<file path="src/rtl/score_counter_if.sv">
// Score counter bus: pushbutton requests and clear in, BCD digits and status flags out.
interface score_counter_if;
    logic       count_up_i;
    logic       count_down_i;
    logic       clear_i;
    logic [3:0] tens_o;
    logic [3:0] ones_o;
    logic       max_o;
    logic       flash_o;

    modport master (
        output count_up_i, count_down_i, clear_i,
        input  tens_o, ones_o, max_o, flash_o
    );

    modport slave (
        input  count_up_i, count_down_i, clear_i,
        output tens_o, ones_o, max_o, flash_o
    );
endinterface

</file>
<file path="src/rtl/score_counter.sv">
// Two-digit BCD team score driven by edge-detected up/down pulses, with a
// max-score flag and a retriggerable change flash.
module score_counter #(
    parameter int MAX_SCORE  = 99,
    parameter int WRAP       = 0,
    parameter int FLASH_TIME = 250
) (
    input  logic                  clk_1khz,
    input  logic                  rst_i,
    score_counter_if.slave        bus
);
    localparam logic [3:0] MAX_TENS   = 4'(MAX_SCORE / 10);
    localparam logic [3:0] MAX_ONES   = 4'(MAX_SCORE % 10);
    localparam logic [9:0] FLASH_LOAD = 10'(FLASH_TIME);

    logic       up_d, down_d;
    logic       up_evt, dn_evt;
    logic [3:0] tens_q, ones_q;
    logic [3:0] tens_nxt, ones_nxt;
    logic       changed;
    logic       at_max, at_zero;
    logic [9:0] flash_cnt, flash_cnt_nxt;
    logic       flash_q;

    assign up_evt  = bus.count_up_i & ~up_d;
    assign dn_evt  = bus.count_down_i & ~down_d;
    assign at_max  = (tens_q == MAX_TENS) && (ones_q == MAX_ONES);
    assign at_zero = (tens_q == 4'd0) && (ones_q == 4'd0);

    always_comb begin
        tens_nxt = tens_q;
        ones_nxt = ones_q;
        changed  = 1'b0;
        if (up_evt && !dn_evt) begin
            if (at_max) begin
                if (WRAP != 0) begin
                    tens_nxt = '0;
                    ones_nxt = '0;
                    changed  = 1'b1;
                end
            end else if (ones_q == 4'd9) begin
                ones_nxt = '0;
                tens_nxt = tens_q + 4'd1;
                changed  = 1'b1;
            end else begin
                ones_nxt = ones_q + 4'd1;
                changed  = 1'b1;
            end
        end else if (dn_evt && !up_evt) begin
            if (at_zero) begin
                if (WRAP != 0) begin
                    tens_nxt = MAX_TENS;
                    ones_nxt = MAX_ONES;
                    changed  = 1'b1;
                end
            end else if (ones_q == 4'd0) begin
                ones_nxt = 4'd9;
                tens_nxt = tens_q - 4'd1;
                changed  = 1'b1;
            end else begin
                ones_nxt = ones_q - 4'd1;
                changed  = 1'b1;
            end
        end
    end

    // flash_q is registered from the next counter value so it rises with the update
    always_comb begin
        flash_cnt_nxt = flash_cnt;
        if (bus.clear_i)
            flash_cnt_nxt = '0;
        else if (changed)
            flash_cnt_nxt = FLASH_LOAD;
        else if (flash_cnt != '0)
            flash_cnt_nxt = flash_cnt - 10'd1;
    end

    always_ff @(posedge clk_1khz) begin
        if (rst_i) begin
            up_d      <= 1'b0;
            down_d    <= 1'b0;
            tens_q    <= '0;
            ones_q    <= '0;
            flash_cnt <= '0;
            flash_q   <= 1'b0;
        end else begin
            up_d      <= bus.count_up_i;
            down_d    <= bus.count_down_i;
            flash_cnt <= flash_cnt_nxt;
            flash_q   <= (flash_cnt_nxt != '0);
            if (bus.clear_i) begin
                tens_q <= '0;
                ones_q <= '0;
            end else begin
                tens_q <= tens_nxt;
                ones_q <= ones_nxt;
            end
        end
    end

    assign bus.tens_o  = tens_q;
    assign bus.ones_o  = ones_q;
    assign bus.max_o   = at_max;
    assign bus.flash_o = flash_q;
endmodule

</file>
<file path="src/flat_wrapper.sv">
// flat-port wrapper written by rule: the top's interface ports become plain ports
module score_counter_flat 
#(
    parameter int MAX_SCORE  = 99,
    parameter int WRAP       = 0,
    parameter int FLASH_TIME = 250
)
  (clk_1khz, rst_i, bus_count_up_i, bus_count_down_i, bus_clear_i, bus_tens_o, bus_ones_o, bus_max_o, bus_flash_o);
  score_counter_if bus_i ();
  input  logic clk_1khz;
  input  logic rst_i;
  input wire logic [$bits(bus_i.count_up_i)-1:0] bus_count_up_i;
  input wire logic [$bits(bus_i.count_down_i)-1:0] bus_count_down_i;
  input wire logic [$bits(bus_i.clear_i)-1:0] bus_clear_i;
  output wire logic [$bits(bus_i.tens_o)-1:0] bus_tens_o;
  output wire logic [$bits(bus_i.ones_o)-1:0] bus_ones_o;
  output wire logic [$bits(bus_i.max_o)-1:0] bus_max_o;
  output wire logic [$bits(bus_i.flash_o)-1:0] bus_flash_o;
  assign bus_i.count_up_i = bus_count_up_i;
  assign bus_i.count_down_i = bus_count_down_i;
  assign bus_i.clear_i = bus_clear_i;
  assign bus_tens_o = bus_i.tens_o;
  assign bus_ones_o = bus_i.ones_o;
  assign bus_max_o = bus_i.max_o;
  assign bus_flash_o = bus_i.flash_o;
  score_counter #(.MAX_SCORE(MAX_SCORE), .WRAP(WRAP), .FLASH_TIME(FLASH_TIME)) u_core (.clk_1khz(clk_1khz), .rst_i(rst_i), .bus(bus_i));
endmodule
</file>
<file path="config.mk">
export PLATFORM = sky130hd
export DESIGN_NAME = score_counter_flat
export DESIGN_NICKNAME = d
export VERILOG_FILES = /design/src/rtl/score_counter_if.sv /design/src/rtl/score_counter.sv /design/src/flat_wrapper.sv
export SDC_FILE = /design/constraint.sdc
export NUM_CORES = 1
export LEC_CHECK = 0
export ABC_AREA = 1
export ABC_CLOCK_PERIOD_IN_PS = 2400
export CAP_MARGIN = 20
export CORE_MARGIN = 2
export CORE_UTILIZATION = 40
export CTS_BUF_LIST = sky130_fd_sc_hd__clkbuf_2 sky130_fd_sc_hd__clkbuf_4 sky130_fd_sc_hd__clkbuf_8
export DETAILED_ROUTE_END_ITERATION = 12
export PLACE_DENSITY = 0.61
export SETUP_SLACK_MARGIN = 0.2
export SYNTH_ARGS = -nofsm -noshare
export SYNTH_HDL_FRONTEND = slang
export SYNTH_SLANG_ARGS = --single-unit
export TNS_END_PERCENT = 1
</file>
<file path="constraint.sdc">
create_clock -name clk_1khz -period 2.4 [get_ports clk_1khz]
set_input_delay 0.36 -clock clk_1khz [delete_from_list [all_inputs] [get_ports clk_1khz]]
set_output_delay 0.36 -clock clk_1khz [all_outputs]
set_load 0.05 [all_outputs]
</file>
* After elaboration in Yosys (flattened, before gate mapping)
Cells that the tools add are included.
** Word-level totals
- Bits in registers :: 21
- Bits of input ports :: 5
- Output and inout bits :: 10
- Logic and storage cells :: 54
** Operators by class
- Add/subtract/negate cells :: 5
- Eq/ne operators :: 5
- Mux-type cells :: 19
- Bitwise gates (word level) :: 4
- Reduce and logical (&&, ||, !) cells :: 15
** Operators with widths (count)
- 2-to-1 mux 4 bit :: 12
- 2-to-1 mux 10 bit :: 3
- nonzero test 10 bit :: 2
- subtractor 10 x 1 -> 10 bit, second input constant :: 1
- adder 4 x 1 -> 4 bit, second input constant :: 2
- equality test 4 bit, second input constant :: 2
- logical NOT 4 bit :: 2
- subtractor 4 x 1 -> 4 bit, second input constant :: 2
- != test 2 bit, second input constant :: 3
- AND reduction 5 bit :: 1
- logical AND 1 bit :: 4
- 2-to-1 mux 1 bit :: 4
- nonzero test 2 bit :: 2
- AND reduction 3 bit :: 1
- bitwise AND 1 bit :: 2
- logical NOT 1 bit :: 2
- inverter 1 bit :: 2
- OR reduction 2 bit :: 1

* Longest topological paths before layout
- Depth after elaboration :: 9
- Depth in mapped cells :: 15
- Depth with buffers taken out :: 15

* Worst setup path after synthesis
No wires, ideal clock.
- Path type :: input to register
- From :: input port bus_count_up_i
- To :: register u_core.tens_q[3] (netlist: u_core.bus.tens_o[3])
- Setup time :: 0.118 ns
- Data arrival time :: 1.710 ns
- Required time :: 2.282 ns
- Setup slack :: 0.572 ns
- Stages :: 11
- Path buffers :: 0
- Cells stage by stage :: inv_1 -> nor2_1 -> ha_1 -> inv_2 -> ha_1 -> a21oi_1 -> nand2_1 -> nand2_1 -> nand4_1 -> nand2_1 -> nor2_1
** Between the ends
- Longest elaborated chain between the ends :: 5
- Elaborated cells on any way between the ends :: 11
- Those cells by class :: 3 x eq/ne; 1 x mux; 1 x bitwise; 6 x reduce/logical
** RTL lines
- start: declaration :: line flat_wrapper.sv:12 : input wire logic [$bits(bus_i.count_up_i)-1:0] bus_count_up_i;
- bitwise AND 1 bit (*) :: line score_counter.sv:25 : assign up_evt = bus.count_up_i & ~up_d;
- logical NOT 1 bit :: line score_counter.sv:49 : end else if (dn_evt && !up_evt) begin
- logical AND 1 bit :: line score_counter.sv:49
- nonzero test 2 bit (no line)
- AND reduction 5 bit (no line)
- end signal: assignment :: line score_counter.sv:95 : tens_q <= tens_nxt;
- end: declaration :: line score_counter.sv:18 : logic [3:0] tens_q, ones_q;
Every way passes the cells marked *; elsewhere a longest branch is shown, timed or not.
A chain may end at the register's enable or synchronous reset.

* Worst setup path after layout
- From :: register u_core.tens_q[1] (netlist: u_core.bus.tens_o[1])
- To :: output port bus_max_o
** Between the ends
- Longest elaborated chain between the ends :: 2
** RTL lines
- equality test 4 bit :: line score_counter.sv:27 : assign at_max = (tens_q == MAX_TENS) && (ones_q == MAX_ONES);
- logical AND 1 bit :: line score_counter.sv:27
- end: declaration :: line flat_wrapper.sv:17 : output wire logic [$bits(bus_i.max_o)-1:0] bus_max_o;
Every way passes these cells.

==> metrics.txt <==
# TYPE chip_impl_metric gauge
chip_impl_metric{name="fp.dieW",unit="microns"} 62.4
chip_impl_metric{name="route.detailed.wl_per_inst",unit="microns"} 9.86
chip_impl_metric{name="grt_max_degree",unit=""} 13
chip_impl_metric{name="synthesis.area_per_instance",unit="sq um"} 6.89
chip_impl_info{name="reg2reg_from",value="u_core.down_d$_SDFF_PP0_"} 1
chip_impl_metric{name="die_area",unit="sq mm"} 0.00390
chip_impl_metric{name="global_route.usage.met2",unit="%"} 22.3
chip_impl_metric{name="power_switching_share",unit="%"} 45.4
chip_impl_metric{name="remaining_drc_errors",unit=""} 0
chip_impl_metric{name="first_global_vias",unit=""} 1072
chip_impl_metric{name="pre_antenna_drt_iters",unit=""} 4
chip_impl_metric{name="fraction_of_layout_cells_with_a_size_suffix_above_1",unit="%"} 18.0
chip_impl_metric{name="place.port_buffers",unit=""} 14
chip_impl_metric{name="synth-warning-count",unit=""} 0
chip_impl_metric{name="critPathArrivalTime",unit="ns"} 1.64
chip_impl_metric{name="initialDrtViolationCount",unit=""} 70
chip_impl_metric{name="worst_skew_pair.late_latency",unit="ns"} 0.32
chip_impl_metric{name="mappedNetlistArea",unit="sq mm"} 0.00137
chip_impl_metric{name="place.gp.congestion",unit=""} 0.767
chip_impl_metric{name="maxCapViolCount",unit=""} 0
chip_impl_metric{name="buffer_and_inverter_count_on_the_worst_path",unit=""} 3
chip_impl_metric{name="grt_pass1_wl",unit="mm"} 4.69
chip_impl_metric{name="sequential_element_share_of_the_synthesized_area",unit="%"} 30.8
chip_impl_info{name="tritoncts",value="done"} 1
chip_impl_metric{name="avgViaCountPerCell",unit=""} 4.72
chip_impl_metric{name="cts_max_path_buffers",unit=""} 2
chip_impl_metric{name="start_util",unit="%"} 41.2
chip_impl_metric{name="synthCells",unit=""} 198
chip_impl_metric{name="num_vias",unit=""} 1242
chip_impl_metric{name="cellPowerDensity",unit="mW/mm^2"} 779
chip_impl_metric{name="cts.sink_count",unit=""} 21
chip_impl_info{name="clockRootBuffer",value="sky130_fd_sc_hd__clkbuf_4"} 1
chip_impl_metric{name="max_slew.worst_pin.slew",unit="ns"} 0.499
chip_impl_metric{name="synthesis.nets",unit=""} 209
chip_impl_metric{name="worst_hold_margin",unit="ns"} 0.558
chip_impl_info{name="critical-path-slowest-cell",value="sky130_fd_sc_hd__dlygate4sd2_1"} 1
chip_impl_metric{name="die_y",unit="microns"} 62.4
chip_impl_info{name="crit_end",value="bus_max_o"} 1
chip_impl_metric{name="finalWorstPathRequiredPeriod",unit="ns"} 2.00
chip_impl_metric{name="postLayoutCoreUtil",unit="%"} 48.3
chip_impl_metric{name="post-place-cells",unit=""} 259
chip_impl_metric{name="wl",unit="mm"} 2.59
chip_impl_metric{name="finalSetupTns",unit="ns"} 0
chip_impl_metric{name="grt.met3_usage",unit="%"} 2.52
chip_impl_metric{name="core",unit="sq mm"} 0.00331
chip_impl_info{name="setup.worst_path.start",value="u_core.bus.tens_o[1]$_SDFFE_PP0P_"} 1
chip_impl_info{name="critical_path_class",value="flop to output pin"} 1
chip_impl_metric{name="power_switching",unit="uW"} 567
chip_impl_metric{name="std_cell_rows",unit=""} 21
chip_impl_metric{name="clock_tree.htree_level_count",unit=""} 1
chip_impl_metric{name="ant_nets",unit=""} 0
chip_impl_info{name="outcome",value="finished clean"} 1
chip_impl_metric{name="timing.max_slew.rel_slack",unit="%"} 66.6
chip_impl_metric{name="finalPower",unit="mW"} 1.25
chip_impl_metric{name="p_leak",unit="nW"} 0.756
chip_impl_metric{name="maxClockFrequency",unit="GHz"} 0.499
chip_impl_metric{name="reg2reg_setup_slack",unit="ns"} 0.65
chip_impl_metric{name="largest_stage_delay_on_the_critical_path",unit="ns"} 0.51
chip_impl_metric{name="finalMaxSlewViolations",unit=""} 0
chip_impl_info{name="critical_path.cell_chain",value="nor2_1, inv_1, nor2_2, nand2_2, inv_1, dlygate4sd2_1"} 1
chip_impl_info{name="r2r-end",value="u_core.bus.tens_o[3]$_SDFFE_PP0P_"} 1
chip_impl_metric{name="detailedPlacementHpwl",unit="mm"} 1.97
chip_impl_metric{name="worstPathRequired",unit="ns"} 2.04
chip_impl_metric{name="n_antenna_cell",unit=""} 0
chip_impl_metric{name="synthesized_flop_and_latch_total",unit=""} 21
chip_impl_metric{name="flow.area_growth_from_synthesis",unit="%"} 17.2
chip_impl_metric{name="post_route_clock_skew",unit="ns"} 0.00168
chip_impl_info{name="grt_most_used_layer",value="met2"} 1
chip_impl_metric{name="share_seq_of_total_power",unit="%"} 34.8
chip_impl_info{name="critPathCaptureType",value="output pin"} 1
chip_impl_metric{name="globalRouteTotalUtil",unit="%"} 14.8
chip_impl_metric{name="min_period_over_period",unit="%"} 83.5
chip_impl_metric{name="timing.critical_path.depth",unit=""} 6
chip_impl_metric{name="num-nets-final",unit=""} 229
chip_impl_info{name="layout_common_cells",value="42 x sky130_fd_sc_hd__nand2_1, 27 x sky130_fd_sc_hd__nor2_1, 24 x sky130_fd_sc_hd__inv_1"} 1
chip_impl_metric{name="hold_buffers",unit=""} 0
chip_impl_metric{name="final_cell_count_no_fill",unit=""} 263
chip_impl_metric{name="largest_driver_fanout_on_the_critical_path",unit=""} 5
chip_impl_info{name="hold_wc_path_type",value="flop to flop"} 1
chip_impl_metric{name="finalHoldViolCount",unit=""} 0
chip_impl_info{name="cp-start-kind",value="flop"} 1
chip_impl_metric{name="cts.reportedPaths.clkPinSlew",unit="ns"} 0.13
chip_impl_metric{name="synthDistinctLibCells",unit=""} 29
chip_impl_metric{name="final-setup-viol-count",unit=""} 0
chip_impl_metric{name="clock_power_share",unit="%"} 14.8
chip_impl_metric{name="cell_internal_pwr",unit="uW"} 680
chip_impl_info{name="worst_path_dominant_cell_family",value="buffers and inverters"} 1
chip_impl_metric{name="grt-ovfl-total",unit=""} 0
chip_impl_metric{name="r2r.worst_path.cells",unit=""} 9
chip_impl_metric{name="global_route.usage.met1",unit="%"} 20.5
chip_impl_metric{name="irDropWorstVdd",unit="mV"} 0.436
chip_impl_metric{name="numCtsBuffers",unit=""} 3
chip_impl_info{name="grt_setup_unrepaired",value="false"} 1
chip_impl_info{name="most_common_cell_on_crit_path",value="sky130_fd_sc_hd__inv_1"} 1
chip_impl_metric{name="antenna_found_initial",unit=""} 0
chip_impl_metric{name="ios",unit=""} 15
chip_impl_metric{name="share_comb_of_total_power",unit="%"} 50.4
chip_impl_info{name="layout.cells.most_common",value="sky130_fd_sc_hd__nand2_1"} 1
[logic make-up after synthesis]
group | after synthesis | share of synthesized area, %
flops | 21 | 30.8
fa+ha+maj | 6 | 6.05
xor+xnor | 6 | 3.85
simple gates | 101 | 35.9
compound gates | 33 | 14.7
buf+inv | 31 | 8.71
[repair_timing]
action	in CTS	in global routing
gates resized for setup	1	0
setup endpoints to repair	1	0
buffers inserted	0	0
[through the flow]
stage,area (sq um),setup WS [ns]
after detailed placement,1570,0.0906
after global routing,1600,0.233
after floorplan,1370,0.572
after CTS,1600,0.374
after global placement,1570,0.136
final,1600,0.397
[final cells by class]
cell class	count	area, sq um
clock buffers	3	22.5
clock inverters	1	5.00
fillers	356	1710
inverters	30	115
multi-input cells	146	826
flip-flops and latches	21	420
well taps	46	57.6
repair buffers	16	154
[power groups by stage]
stage / logic (mW) / clock network, mW / registers [mW]
floorplan: 0.451 / 0 / 0.495
global placement: 0.629 / 0 / 0.444
detailed placement: 0.630 / 0 / 0.442
CTS: 0.634 / 0.193 / 0.435
global route: 0.720 / 0.205 / 0.442
finish: 0.628 / 0.184 / 0.434
[cells in the mapped netlist]
cell | n | area, sq um
sky130_fd_sc_hd__nand2_1 | 42 | 158
sky130_fd_sc_hd__nor2_1 | 27 | 101
sky130_fd_sc_hd__inv_1 | 24 | 90.1
sky130_fd_sc_hd__dfxtp_1 | 21 | 420
sky130_fd_sc_hd__o21ai_0 | 11 | 55.1
sky130_fd_sc_hd__a21oi_1 | 9 | 45.0
sky130_fd_sc_hd__nand2_2 | 9 | 56.3
sky130_fd_sc_hd__nor2_2 | 9 | 56.3
sky130_fd_sc_hd__nand3_1 | 6 | 30.0
sky130_fd_sc_hd__xor2_1 | 6 | 52.6
sky130_fd_sc_hd__ha_1 | 5 | 62.6
sky130_fd_sc_hd__inv_2 | 5 | 18.8
sky130_fd_sc_hd__nand2_4 | 3 | 33.8
sky130_fd_sc_hd__o21ai_1 | 3 | 15.0
sky130_fd_sc_hd__a211oi_2 | 2 | 25.0
sky130_fd_sc_hd__a21boi_0 | 2 | 15.0
sky130_fd_sc_hd__a31oi_1 | 2 | 12.5
sky130_fd_sc_hd__a211oi_1 | 1 | 7.51
sky130_fd_sc_hd__clkbuf_1 | 1 | 3.75
sky130_fd_sc_hd__fa_1 | 1 | 20.0
sky130_fd_sc_hd__inv_4 | 1 | 6.26
sky130_fd_sc_hd__nand3_2 | 1 | 10.0
sky130_fd_sc_hd__nand3b_1 | 1 | 7.51
sky130_fd_sc_hd__nand4_1 | 1 | 6.26
sky130_fd_sc_hd__nor2_4 | 1 | 11.3
sky130_fd_sc_hd__nor2_8 | 1 | 20.0
sky130_fd_sc_hd__o2111ai_1 | 1 | 8.76
sky130_fd_sc_hd__o21ai_2 | 1 | 8.76
sky130_fd_sc_hd__o31ai_1 | 1 | 7.51
[how the worst min path moves through the flow]
stage                                      startpoint                           endpoint  cells past startpoint
finish              u_core.bus.ones_o[2]$_SDFFE_PP0P_  u_core.bus.ones_o[2]$_SDFFE_PP0P_                      2
global route        u_core.bus.ones_o[2]$_SDFFE_PP0P_  u_core.bus.ones_o[2]$_SDFFE_PP0P_                      2
CTS                                  bus_count_down_i           u_core.down_d$_SDFF_PP0_                      3
detailed placement  u_core.bus.ones_o[2]$_SDFFE_PP0P_  u_core.bus.ones_o[2]$_SDFFE_PP0P_                      2
global placement    u_core.bus.ones_o[1]$_SDFFE_PP0P_  u_core.bus.ones_o[1]$_SDFFE_PP0P_                      2
floorplan                            bus_count_down_i           u_core.down_d$_SDFF_PP0_                      2
[state kept, by name, indices dropped and copies added, names as in the netlist]
register / count
u_core.down_d: 1
u_core.bus.tens_o: 4
u_core.flash_cnt: 10
u_core.bus.flash_o: 1
u_core.bus.ones_o: 4
u_core.up_d: 1
[worst reg2reg max path, delay by kind of cell, from the launching register on]
kind                     cells  cell delay (ns)
adder cells (fa/ha/maj)      2             0.48
AO/OA/AOI/OAI                2             0.37
flip-flops                   1             0.32
AND/OR/NAND/NOR              3             0.31
buffers and inverters        2             0.19
[layer usage]
layer / share of wire, % / routed length (microns)
met5: 0 / 0
met2: 44 / 1130
met3: 2.7 / 69
met4: 1.4 / 35
met1: 52 / 1350
(Power assumes the default switching activity.)
